<file path="config.mk">
export PLATFORM = sky130hd
export DESIGN_NAME = result_uart_tx
export DESIGN_NICKNAME = d
export VERILOG_FILES = /design/src/rtl/result_tx_pkg.sv /design/src/rtl/uart_tx_byte.sv /design/src/rtl/result_uart_tx.sv
export SDC_FILE = /design/constraint.sdc
export NUM_CORES = 1
export LEC_CHECK = 0
export CAP_MARGIN = 15
export CORE_MARGIN = 5
export CORE_UTILIZATION = 35
export CTS_BUF_LIST = sky130_fd_sc_hd__clkbuf_2 sky130_fd_sc_hd__clkbuf_4 sky130_fd_sc_hd__clkbuf_8
export CTS_CLUSTER_DIAMETER = 150
export DETAILED_ROUTE_END_ITERATION = 12
export PLACE_DENSITY = 0.62
export SLEW_MARGIN = 20
export SYNTH_ARGS = -nofsm -noshare
export SYNTH_HDL_FRONTEND = slang
export SYNTH_HIERARCHICAL = 1
export SYNTH_SLANG_ARGS = --single-unit
</file>
<file path="constraint.sdc">
create_clock -name clock -period 2.6 [get_ports clock]
set_input_delay 0.78 -clock clock [delete_from_list [all_inputs] [get_ports clock]]
set_output_delay 0.78 -clock clock [all_outputs]
set_load 0.01 [all_outputs]
</file>
<file path="src/rtl/result_tx_pkg.sv">
// Shared types and constants for the result UART transmitter.
// RESULT_TX_CHECKSUM_EN appends a modulo-256 checksum byte to every frame.
package result_tx_pkg;

   typedef enum logic {
      IDLE,
      SEND
   } frm_state_t;

   typedef enum logic [1:0] {
      S_IDLE,
      S_START,
      S_DATA,
      S_STOP
   } ser_state_t;

   localparam logic [7:0] DEFAULT_HEADER = 8'hA5;
   localparam int         NBYTES_BASE    = 7;

`ifdef RESULT_TX_CHECKSUM_EN
   localparam int NBYTES = NBYTES_BASE + 1;
`else
   localparam int NBYTES = NBYTES_BASE;
`endif

endpackage

</file>
<file path="src/rtl/uart_tx_byte.sv">
// 8N1 byte serialiser with a valid/ready input; one byte per transfer.
// Frame length does not depend on RESULT_TX_CHECKSUM_EN; that macro only affects the framer.
module uart_tx_byte
   import result_tx_pkg::*;
#(
   parameter int CLKS_PER_BIT = 868
) (
   input  logic       clock,
   input  logic       reset,
   input  logic [7:0] data,
   input  logic       valid,
   output logic       ready,
   output logic       tx,
   output logic       byte_done
);

   localparam int             BW        = $clog2(CLKS_PER_BIT);
   localparam logic [BW-1:0]  BAUD_LAST = BW'(CLKS_PER_BIT - 1);

   ser_state_t       state_q;
   logic [BW-1:0]    baud_q;
   logic [BW-1:0]    baud_d;
   logic [2:0]       bit_q;
   logic [7:0]       shift_q;
   logic             tx_q;
   logic             bit_end;

   // Handshake: a byte transfers on any edge where valid && ready; ready is high
   // only in S_IDLE, and the start bit is driven from that same edge.
   assign ready     = (state_q == S_IDLE);
   assign bit_end   = (baud_q == BAUD_LAST);
   assign baud_d    = (state_q == S_IDLE || bit_end) ? '0 : baud_q + 1'b1;
   // Combinational so the framer can finish on the very edge the stop bit ends.
   assign byte_done = (state_q == S_STOP) && bit_end;
   assign tx        = tx_q;

   always_ff @(posedge clock) begin
      if (!reset) begin
         state_q <= S_IDLE;
         baud_q  <= '0;
         bit_q   <= '0;
         shift_q <= '0;
         tx_q    <= 1'b1;
      end else begin
         baud_q <= baud_d;
         case (state_q)
            S_IDLE: begin
               if (valid) begin
                  shift_q <= data;
                  tx_q    <= 1'b0;
                  state_q <= S_START;
               end
            end
            S_START: begin
               if (bit_end) begin
                  tx_q    <= shift_q[0];
                  bit_q   <= '0;
                  state_q <= S_DATA;
               end
            end
            S_DATA: begin
               if (bit_end) begin
                  if (bit_q == 3'd7) begin
                     tx_q    <= 1'b1;
                     state_q <= S_STOP;
                  end else begin
                     shift_q <= {1'b0, shift_q[7:1]};
                     tx_q    <= shift_q[1];
                     bit_q   <= bit_q + 1'b1;
                  end
               end
            end
            S_STOP: begin
               if (bit_end) begin
                  state_q <= S_IDLE;
               end
            end
            default: state_q <= S_IDLE;
         endcase
      end
   end

endmodule

</file>
<file path="src/rtl/result_uart_tx.sv">
// Latches one lowest/highest/hitvector result per flashin strobe and sends it as a UART packet.
// RESULT_TX_CHECKSUM_EN adds a trailing checksum byte (sum of the six payload bytes).
module result_uart_tx
   import result_tx_pkg::*;
#(
   parameter int         CLKS_PER_BIT = 868,
   parameter logic [7:0] HEADER       = DEFAULT_HEADER
) (
   input  logic        clock,
   input  logic        reset,
   input  logic        flashin,
   input  logic [15:0] lowest,
   input  logic [15:0] highest,
   input  logic [15:0] hitvector,
   output logic        tx,
   output logic        busy,
   output logic        done,
   output logic        overrun
);

   localparam logic [3:0] NB_IDX = 4'(NBYTES);

   frm_state_t  state_q;
   logic [3:0]  idx_q;
   logic [15:0] low_q;
   logic [15:0] high_q;
   logic [15:0] hit_q;
   logic        busy_q;
   logic        done_q;
   logic        overrun_q;

   logic        valid;
   logic        ready;
   logic        byte_done;
   logic [7:0]  byte_d;

   assign valid = (state_q == SEND) && (idx_q < NB_IDX);

`ifdef RESULT_TX_CHECKSUM_EN
   logic [7:0] cks;
   assign cks = low_q[7:0] + low_q[15:8] + high_q[7:0] + high_q[15:8]
              + hit_q[7:0] + hit_q[15:8];
`endif

   always_comb begin
      byte_d = HEADER;
      case (idx_q)
         4'd1:    byte_d = low_q[7:0];
         4'd2:    byte_d = low_q[15:8];
         4'd3:    byte_d = high_q[7:0];
         4'd4:    byte_d = high_q[15:8];
         4'd5:    byte_d = hit_q[7:0];
         4'd6:    byte_d = hit_q[15:8];
`ifdef RESULT_TX_CHECKSUM_EN
         4'd7:    byte_d = cks;
`endif
         default: byte_d = HEADER;
      endcase
   end

   always_ff @(posedge clock) begin
      if (!reset) begin
         state_q   <= IDLE;
         idx_q     <= '0;
         low_q     <= '0;
         high_q    <= '0;
         hit_q     <= '0;
         busy_q    <= 1'b0;
         done_q    <= 1'b0;
         overrun_q <= 1'b0;
      end else begin
         done_q    <= 1'b0;
         overrun_q <= 1'b0;
         case (state_q)
            IDLE: begin
               if (flashin) begin
                  low_q   <= lowest;
                  high_q  <= highest;
                  hit_q   <= hitvector;
                  idx_q   <= '0;
                  busy_q  <= 1'b1;
                  state_q <= SEND;
               end
            end
            SEND: begin
               // A strobe during a frame is reported and dropped; the frame continues.
               if (flashin) overrun_q <= 1'b1;
               if (valid && ready) idx_q <= idx_q + 1'b1;
               if (byte_done && !valid) begin
                  done_q  <= 1'b1;
                  busy_q  <= 1'b0;
                  state_q <= IDLE;
               end
            end
            default: state_q <= IDLE;
         endcase
      end
   end

   uart_tx_byte #(
      .CLKS_PER_BIT(CLKS_PER_BIT)
   ) u_ser (
      .clock     (clock),
      .reset     (reset),
      .data      (byte_d),
      .valid     (valid),
      .ready     (ready),
      .tx        (tx),
      .byte_done (byte_done)
   );

   assign busy    = busy_q;
   assign done    = done_q;
   assign overrun = overrun_q;

endmodule

</file>
* After elaboration in Yosys (flattened, before gate mapping) *
Cells that the tools add are included.

word-level totals
  flip-flop bits (word level) = 80
  input port bits = 51
  output and inout port bits = 4

cells by class
  add/subtract/negate cells = 3
  order comparisons = 1
  eq/ne operators = 20
  mux-type cells = 30
  bitwise gates (word level) = 2
  reduce and logical (&&, ||, !) cells = 19

operators with widths
  operator                                                     number
  one-hot mux 8 bit (6 select lines)                           1
  2-to-1 mux 8 bit                                             3
  one-hot mux 8 bit (2 select lines)                           1
  == test 4 x 3 -> 1 bit (second input constant)               3
  inequality test 2 x 1 -> 1 bit (second input constant)       6
  AND reduction 4 bit                                          3
  adder 10 x 1 -> 10 bit (second input constant)               1
  == test 10 bit (second input constant)                       1
  2-to-1 mux 2 bit                                             5
  2-to-1 mux 1 bit                                             9
  2-to-1 mux 3 bit                                             3
  == test 4 x 2 -> 1 bit (second input constant)               2
  2-to-1 mux 4 bit                                             2
  one-hot mux 2 bit (4 select lines)                           1
  one-hot mux 4 bit (2 select lines)                           1
  AND reduction 2 bit                                          4
  inequality test 2 bit (second input constant)                3
  one-hot mux 3 bit (2 select lines)                           1
  AND reduction 5 bit                                          1
  adder 4 x 1 -> 4 bit (second input constant)                 1
  == test 2 bit (second input constant)                        2
  == test 4 x 1 -> 1 bit (second input constant)               1
  logical AND 1 bit                                            4
  less-than comparator 4 x 3 -> 1 bit (second input constant)  1
  12 further kinds                                             15

* Depth between registers and ports, before layout *
Gate-level depths: netlist of the first run.

  depth after elaboration = 6
  gate-level depth with buffers = 10
  depth with buffers taken out = 8

* Modules after synthesis *
Netlist of the first run, hierarchy kept.

modules (own cells, without submodules)
  module          times used  cells an instance  area an instance (µm²)  seq. area each (µm²)
  result_uart_tx  1           307                2593.7                  1121.1
  uart_tx_byte    1           142                1247.4                  480.5

* Worst setup path after synthesis of the first run *
OpenSTA, ideal clock, no wires.

  path kind = register to register
  start point = register u_ser.baud_q[0]
  end point = register u_ser.shift_q[7]
  setup time = 0.115 ns
  arrival = 1.973 ns
  required time = 2.485 ns
  path slack = 0.511 ns
  stages on the path, launching flop included = 8
  buffers on the path = 2
  clock period less this slack = 2.089 ns
  cells stage by stage = dfxtp_1 ha_1 or3b_1 or3_1 buf_2 o31a_1 buf_6 a31o_1

on the way
  cells in the longest elaborated chain, start to end = 3

RTL lines
  item                                             RTL line            RTL
  start: declaration                               uart_tx_byte.sv:21  logic [BW-1:0] baud_q;
  start signal: assignment                         uart_tx_byte.sv:45  baud_q <= baud_d;
  == test 10 bit                                   uart_tx_byte.sv:31  assign bit_end = (baud_q == BAUD_LAST);
  inequality test 2 x 1 -> 1 bit (no source line)  n/a
  AND reduction 4 bit (no source line)             n/a
  end signal: assignment                           uart_tx_byte.sv:49  shift_q <= data;
  end signal: assignment                           uart_tx_byte.sv:67  shift_q <= {1'b0, shift_q[7:1]};
  end: declaration                                 uart_tx_byte.sv:24  logic [7:0] shift_q;

No other way between the ends.
A chain may end at the register's enable or synchronous reset.

* Final worst setup path of the first run *
Same ends and word-level chain as after synthesis.

==> impl_results.md, run 1 <==
* Total clock sinks at 80
* Setup TNS at 0 ns
* Initial antenna violation count at 0
* Crit path required time at about 2.9 ns
* Clk slew on worst S/H paths at 0.09 ns
* Area grow syn2layout at 19.7%
* Seq. cell area at roughly 0.0016 mm^2
* Initial core utilization at a little over a third
* Drt total wl at 8780 um
* RSZ-0062 raised after global routing: no
* Layout Nets at between 500 and 600
* Die footprint at roughly 0.013 mm^2
* Max-Cap Viols at 0
* GR peak layer: met2
* Async SR Flop Fraction at 0%
* Footprint of the multi-input gates at roughly 0.0020 mm^2
* Startpoint type of the worst setup path: flop
* Final setup fails at 0
* Detail Route Antenna Nets at 0
* Port Buf Inserts at 54
* Core footprint at between 0.01 and 0.015 mm^2
* Layout cells sized above 1 at between 7 and 8%
* Wire per inst at 13.9 um
* Met1 Use GR at between 10% and 20%
* Grt total ovfl at 0
* Power Dens Cells at 647 mW/mm^2
* DP Worst Slack at between 0.3 and 0.4 ns
* Crit path kind: reg -> reg
* Main flop type after synthesis: dfxtp_1
* Global-route met2 utilization at roughly 23%
* Maximum clock rate at 440 MHz
* Yosys top cell area share at a little over two fifths
* CTS max path bufs at 2
* Setup Fix Bufs, Post-CTS at 0
* Final Hold Viols at 0
* Ant. Diodes at 0
* Drt first-iter violations at between 200 and 250
* Syn_area_per_cell at approximately 8.6 um^2
* Via density at a little under 5
* Post-CTS sizing at 0
* Global-route wire length before repair at roughly 15,000 um
* Seq cells post-synth at 80
* Drt drc at 0
* Syn Inst Count at 449
* Slew Limit Fails at 0
* Period utilization at 87.5%
* Worst-Skew Late Latency at roughly 0.36 ns
* Setup crit end kind: flop
* Crit path DAT at 2.52 ns
* Inst Count DP at between 600 and 700
* Post-synthesis sequential area ratio at a little over two fifths
* Met3 GRT Util at under 10%
* Worst slew margin at between 50 and 60%
* CP max FO at 8
* Placer Congestion at 0.779
* Status: complete, no violations
* # hold bufs at CTS at 0
* CTS tree: done
* First-pass DRT Iterations at 4
* Minimum clock period at 2.27 ns
* EDFF count, synth at 0
* Final WS setup at around 0.33 ns
* Via count at 3,143
* I/O Pins at between 50 and 60
* Yosys cell types at 47
* Area leader, netlist: dfxtp_1
* Worst Hold Class: reg -> reg
* Vias in the first global route at 3,087
* Worst-margin pin slew at about 0.66 ns
* Peak VDD IR at ~0.00023 V
* H-tree depth at 3
* Post-synth net total at ~500
* Die H at roughly 110 um
* Leak at 1.70 nW
* Pin count of the biggest net entering global routing at between 70 and 80
* GRT Util Overall at between 10% and 20%
* Pwr Total at ~3.0 mW
* Area contributors post-synth: dfxtp_1, nand2_1, a21boi_1
* Mapped cell area at between 0.003 and 0.004 mm^2
* Final std cells w/o fill at 632
* Detailed placement HPWL at ~6100 um
* Die X at between 100 and 150 um
* Fillers at approximately 1,100
* Num rows at 38
* Root Driver: clkbuf_8
* Total CTS buffers at 9
* Clk_skew at roughly 0.017 ns
* Ys Warns at 6
flip-flops by register name, summed over array words and instances (netlist names):
signal	flops
busy	1
u_ser/baud_q	10
u_ser/shift_q	8
high_q	16
done	1
overrun	1
u_ser/state_q	2
state_q	1
u_ser/bit_q	3
u_ser/tx	1
hit_q	16
low_q	16
idx_q	4
path summary, 6_finish.rpt:
check,endpoint,slack (ns),cells after the start,start
setup / recovery,u_ser/shift_q[7]$_SDFFE_PN0P_,0.33,5,u_ser/baud_q[0]$_SDFF_PP0_
hold / removal,hit_q[8]$_SDFFE_PN0P_,0.46,2,hit_q[8]$_SDFFE_PN0P_
setup reg to reg,u_ser/shift_q[7]$_SDFFE_PN0P_,0.33,5,u_ser/baud_q[0]$_SDFF_PP0_
hold reg to reg,hit_q[8]$_SDFFE_PN0P_,0.46,2,hit_q[8]$_SDFFE_PN0P_
metrics by stage:
step	cell area, um^2	utilization [%]	hold WS, ns
final	4600	42.6	0.457
after global routing	4600	42.6	0.470
after CTS	4600	42.6	0.459
after detailed placement	4410	40.9	0.446
after global placement	4410	40.9	0.443
after floorplan	3840	-	0.430
placed cells by master (no fill, tap or decap), drive strengths merged, types with 3 or more instances in the layout:
cell           count
nand2            137
dfxtp             80
clkdlybuf4s50     53
a21boi            48
nor2              20
nand3             12
ha                12
mux2i             11
mux2              11
clkbuf            10
inv                9
a22oi              8
o21ai              8
a21oi              7
buf                7
xnor2              6
nor2b              5
nand2b             5
a222oi             4
a221oi             4
a21o               4
a211oi             3
o22ai              3
final cells by class:
type | count | share of cell area (%)
sequential | 80 | 34.8
tap | 140 | 3.81
inverter | 6 | 0.490
timing repair buffer | 60 | 13.4
clock buffer | 10 | 2.99
multi-input combinational | 330 | 43.3
clock inverter | 6 | 1.09
synthesized netlist by cell type (6+ instances only):
| library cell | n |
|---|---|
| nand2_1 | 137 |
| dfxtp_1 | 80 |
| a21boi_1 | 48 |
| nor2_1 | 20 |
| ha_1 | 12 |
| nand3_1 | 12 |
| mux2i_1 | 11 |
| buf_2 | 10 |
| buf_6 | 10 |
| a22oi_1 | 8 |
| clkbuf_1 | 8 |
| mux2_2 | 8 |
| inv_1 | 6 |
| xnor2_1 | 6 |
worst max-delay path: stages (launching register included):
cell and delay [ns]:
dfxtp_1 0.39, ha_1 0.21, or3b_1 0.37, or3_1 0.43
o31a_1 0.49, a31o_1 0.27
power by group:
group / internal, mW / switching [mW]
combinational: 0.345 / 0.367
clock: 0.385 / 0.486
sequential: 1.33 / 0.0666
total: 2.05 / 0.920
logic make-up (layout without fill, tap and decap cells):
| family | after synthesis | after routing | share of synthesized area [%] |
|---|---|---|---|
| simple gates | 191 | 191 | 21.0 |
| fa+ha+maj | 12 | 12 | 3.91 |
| compound gates | 97 | 97 | 19.0 |
| flops | 80 | 80 | 41.7 |
| buf+inv | 39 | 82 | 6.48 |
| xor+xnor | 8 | 8 | 1.82 |
| mux | 22 | 22 | 6.09 |
layer usage:
layer / share of wire [%] / vias to the layer above
met5: 0 / -
met4: 1.1 / 0
met3: 3.8 / 5
met2: 48 / 56
met1: 47 / 1484
li1: - / 1598
(Power assumes the default switching activity.)
==> run 2, diff against run 1 <==
--- a/config.mk
+++ b/config.mk
@@ -12,6 +12,7 @@
 export CTS_CLUSTER_DIAMETER = 150
 export DETAILED_ROUTE_END_ITERATION = 12
 export PLACE_DENSITY = 0.62
+export REMOVE_ABC_BUFFERS = 1
 export SLEW_MARGIN = 20
 export SYNTH_ARGS = -nofsm -noshare
 export SYNTH_HDL_FRONTEND = slang
==> run 2 against run 1 <==
Maximum frequency rose by 0.34%; power fell by 0.46%; die area did not move; first-iteration DRC count fell by 22%; final area barely moved; count of clock-buffer cells in the layout rose by 3; sequential power barely moved; largest cell class unchanged.
==> impl_results.md, run 2 (synthesis results as in run 1) <==
* Status: complete, no violations (unchanged)
* Final WS setup at 0.333 ns (was 0.326 ns)
* Minimum clock period at 2.27 ns (about the same)
* Vias in the first global route at 2,890 (was 3,087)
* RSZ-0062 raised after global routing: no (unchanged)
* Fillers at 1,087 (was 1,070)
* Worst slew margin at 62.6% (was 55.7%)
* Biggest regs: high_q x16, hit_q x16, low_q x16 (unchanged)
* Die H at 115 um (unchanged)
* CP max FO at 8 (unchanged)
* Clock power frac at 29.6% (was 29.3%)
* Pwr Total at 2.96 mW (was 2.97 mW)
* Peak VDD IR at 0.000406 V (was 0.000233 V)
* Via count at 3,084 (was 3,143)
* Crit path required time at 2.86 ns (was 2.85 ns)
* Slew Limit Fails at 0 (unchanged)
* Total clock sinks at 80 (unchanged)
* Seq. cell area at 0.00160 mm^2 (unchanged)
* R2r startpoint: u_ser/baud_q[0]$_SDFF_PP0_ (unchanged)
* Port Buf Inserts at 54 (unchanged)
* Drt first-iter violations at 175 (was 225)
* I/O Pins at 55 (unchanged)
* P_sw at 0.868 mW (was 0.920 mW)
* Setup crit end kind: flop (unchanged)
* Sequential Power Share at 47.0% (was 46.8%)
* Core footprint at 0.0108 mm^2 (unchanged)
* Post-CTS sizing at 0 (unchanged)
* Final setup fails at 0 (unchanged)
* Ant. Diodes at 0 (unchanged)
* H-tree depth at 3 (unchanged)
* Crit path kind: reg -> reg (unchanged)
* Commonest non-fill, non-tap cell in the layout: nand2_1 (unchanged)
* Period utilization at 87.2% (was 87.5%)
* Footprint of the multi-input gates at 0.00199 mm^2 (unchanged)
* Num rows at 38 (unchanged)
* Worst-margin pin slew at 0.561 ns (was 0.664 ns)
* Placer Congestion at 0.767 (was 0.779)
* Worst-Skew Late Latency at 0.36 ns (about the same)
* Worst Hold End: hit_q[1]$_SDFFE_PN0P_ (was hit_q[8]$_SDFFE_PN0P_)
* Layout cells sized above 1 at 7.88% (was 7.32%)
* CTS max path bufs at 2 (unchanged)
* Detailed placement HPWL at 5820 um (was 6130 um)
* Power Dens Cells at 644 mW/mm^2 (was 647 mW/mm^2)
* Drt total wl at 8140 um (was 8780 um)
* Crit path DAT at 2.52 ns (about the same)
* Reg2Reg Capture Point: u_ser/shift_q[7]$_SDFFE_PN0P_ (unchanged)
* Die X at 115 um (unchanged)
* Die footprint at 0.0132 mm^2 (unchanged)
* Hold Startpoint: hit_q[1]$_SDFFE_PN0P_ (was hit_q[8]$_SDFFE_PN0P_)
* Via density at 4.86 (was 4.97)
* First-pass DRT Iterations at 4 (unchanged)
* Setup TNS at 0 ns (unchanged)
* Initial core utilization at 35.6% (unchanged)
* Logic pwr share at 23.5% (was 23.9%)
* Maximum clock rate at 441 MHz (was 440 MHz)
* Leak at 1.71 nW (was 1.70 nW)
* Hold_ws at 0.455 ns (was 0.457 ns)
* GRT Util Overall at 12.9% (was 14.1%)
* Power Internal at 2.09 mW (was 2.05 mW)
* Max-Cap Viols at 0 (unchanged)
* Setup Fix Bufs, Post-CTS at 0 (unchanged)
* Wire per inst at 12.8 um (was 13.9 um)
* Worst Hold Class: reg -> reg (unchanged)
* Drt drc at 0 (unchanged)
* Final Hold Viols at 0 (unchanged)
* Area grow syn2layout at 19.7% (about the same)
* DP Worst Slack at 0.355 ns (was 0.347 ns)
* Total CTS buffers at 9 (unchanged)
* Detail Route Antenna Nets at 0 (unchanged)
* Global-route wire length before repair at 13,700 um (was 14,900 um)
* Pin count of the biggest net entering global routing at 49 (was 77)
* Most frequent cells in the layout: nand2_1, dfxtp_1, clkdlybuf4s50_1, a21boi_1, nor2_1 (unchanged)
* Final Core Density at 42.6% (about the same)
* CTS tree: done (unchanged)
* Hold depth at 2 (unchanged)
* Startpoint type of the worst setup path: flop (unchanged)
* Clk_skew at 0.0147 ns (was 0.0167 ns)
* Switching share of total power at 29.3% (was 30.9%)
* Flop2flop setup slack at 0.33 ns (about the same)
* Clk slew on worst S/H paths at 0.08 ns (was 0.09 ns)
* Layout Nets at 553 (was 550)
* # hold bufs at CTS at 0 (unchanged)
* R2r worst-path depth at 5 (unchanged)
* Grt total ovfl at 0 (unchanged)
* Initial antenna violation count at 0 (unchanged)
* Root Driver: clkbuf_8 (unchanged)
[run 2: cell count changes in the layout (fill, tap and decap cells not counted)]
cell,delta
buf_4,+5
buf_12,-2
clkbuf_4,+2
inv_6,-2
clkbuf_8,+1
clkinvlp_4,-1
[run 2: worst max-delay path by stage]
stage	start	to	slack [ns]	cells after the start
final	u_ser/baud_q[0]$_SDFF_PP0_	u_ser/shift_q[7]$_SDFFE_PN0P_	0.33	5
after global routing	u_ser/baud_q[0]$_SDFF_PP0_	u_ser/shift_q[7]$_SDFFE_PN0P_	0.26	5
after CTS	u_ser/baud_q[0]$_SDFF_PP0_	u_ser/shift_q[7]$_SDFFE_PN0P_	0.33	5
after detailed placement	u_ser/baud_q[0]$_SDFF_PP0_	u_ser/shift_q[7]$_SDFFE_PN0P_	0.35	5
after global placement	u_ser/baud_q[0]$_SDFF_PP0_	u_ser/shift_q[7]$_SDFFE_PN0P_	0.40	5
after floorplan	u_ser/baud_q[0]$_SDFF_PP0_	u_ser/shift_q[7]$_SDFFE_PN0P_	0.50	5
[run 2: worst max-delay path, cell delays in order (launching register included)]
cell and delay [ns]:
dfxtp_1 0.39, ha_1 0.23, or3b_1 0.37, or3_1 0.43
o31a_1 0.49, a31o_1 0.27
[run 2: cell type report]
type	instances	share of cell area, %
clock inverter	3	0.544
inverter	6	0.490
multi-input combinational	330	43.3
timing repair buffer	63	13.4
tap	140	3.81
clock buffer	13	3.62
sequential	80	34.8
[run 2: power by group through the flow]
| stage | sequential [mW] | combinational (mW) | clock, mW |
|---|---|---|---|
| global placement | 1.41 | 0.692 | 0 |
| finish | 1.39 | 0.695 | 0.875 |
| global route | 1.41 | 0.781 | 0.953 |
| floorplan | 1.41 | 0.461 | 0 |
| CTS | 1.39 | 0.704 | 0.905 |
| detailed placement | 1.42 | 0.700 | 0 |
[run 2: through the flow]
step	instance area, um^2	instances
after global placement	4410	619
after detailed placement	4410	619
final	4600	635
after global routing	4600	635
after CTS	4600	635
after floorplan	3610	416
[run 2: layer usage]
metal  wire length [um]  GRT usage, %  up-vias
li1                   -             -     1607
met1               4000          17.3     1413
met3                402          5.26        7
met4                 57          2.19        0
met5                  0             0        -
met2               3680          19.8       57
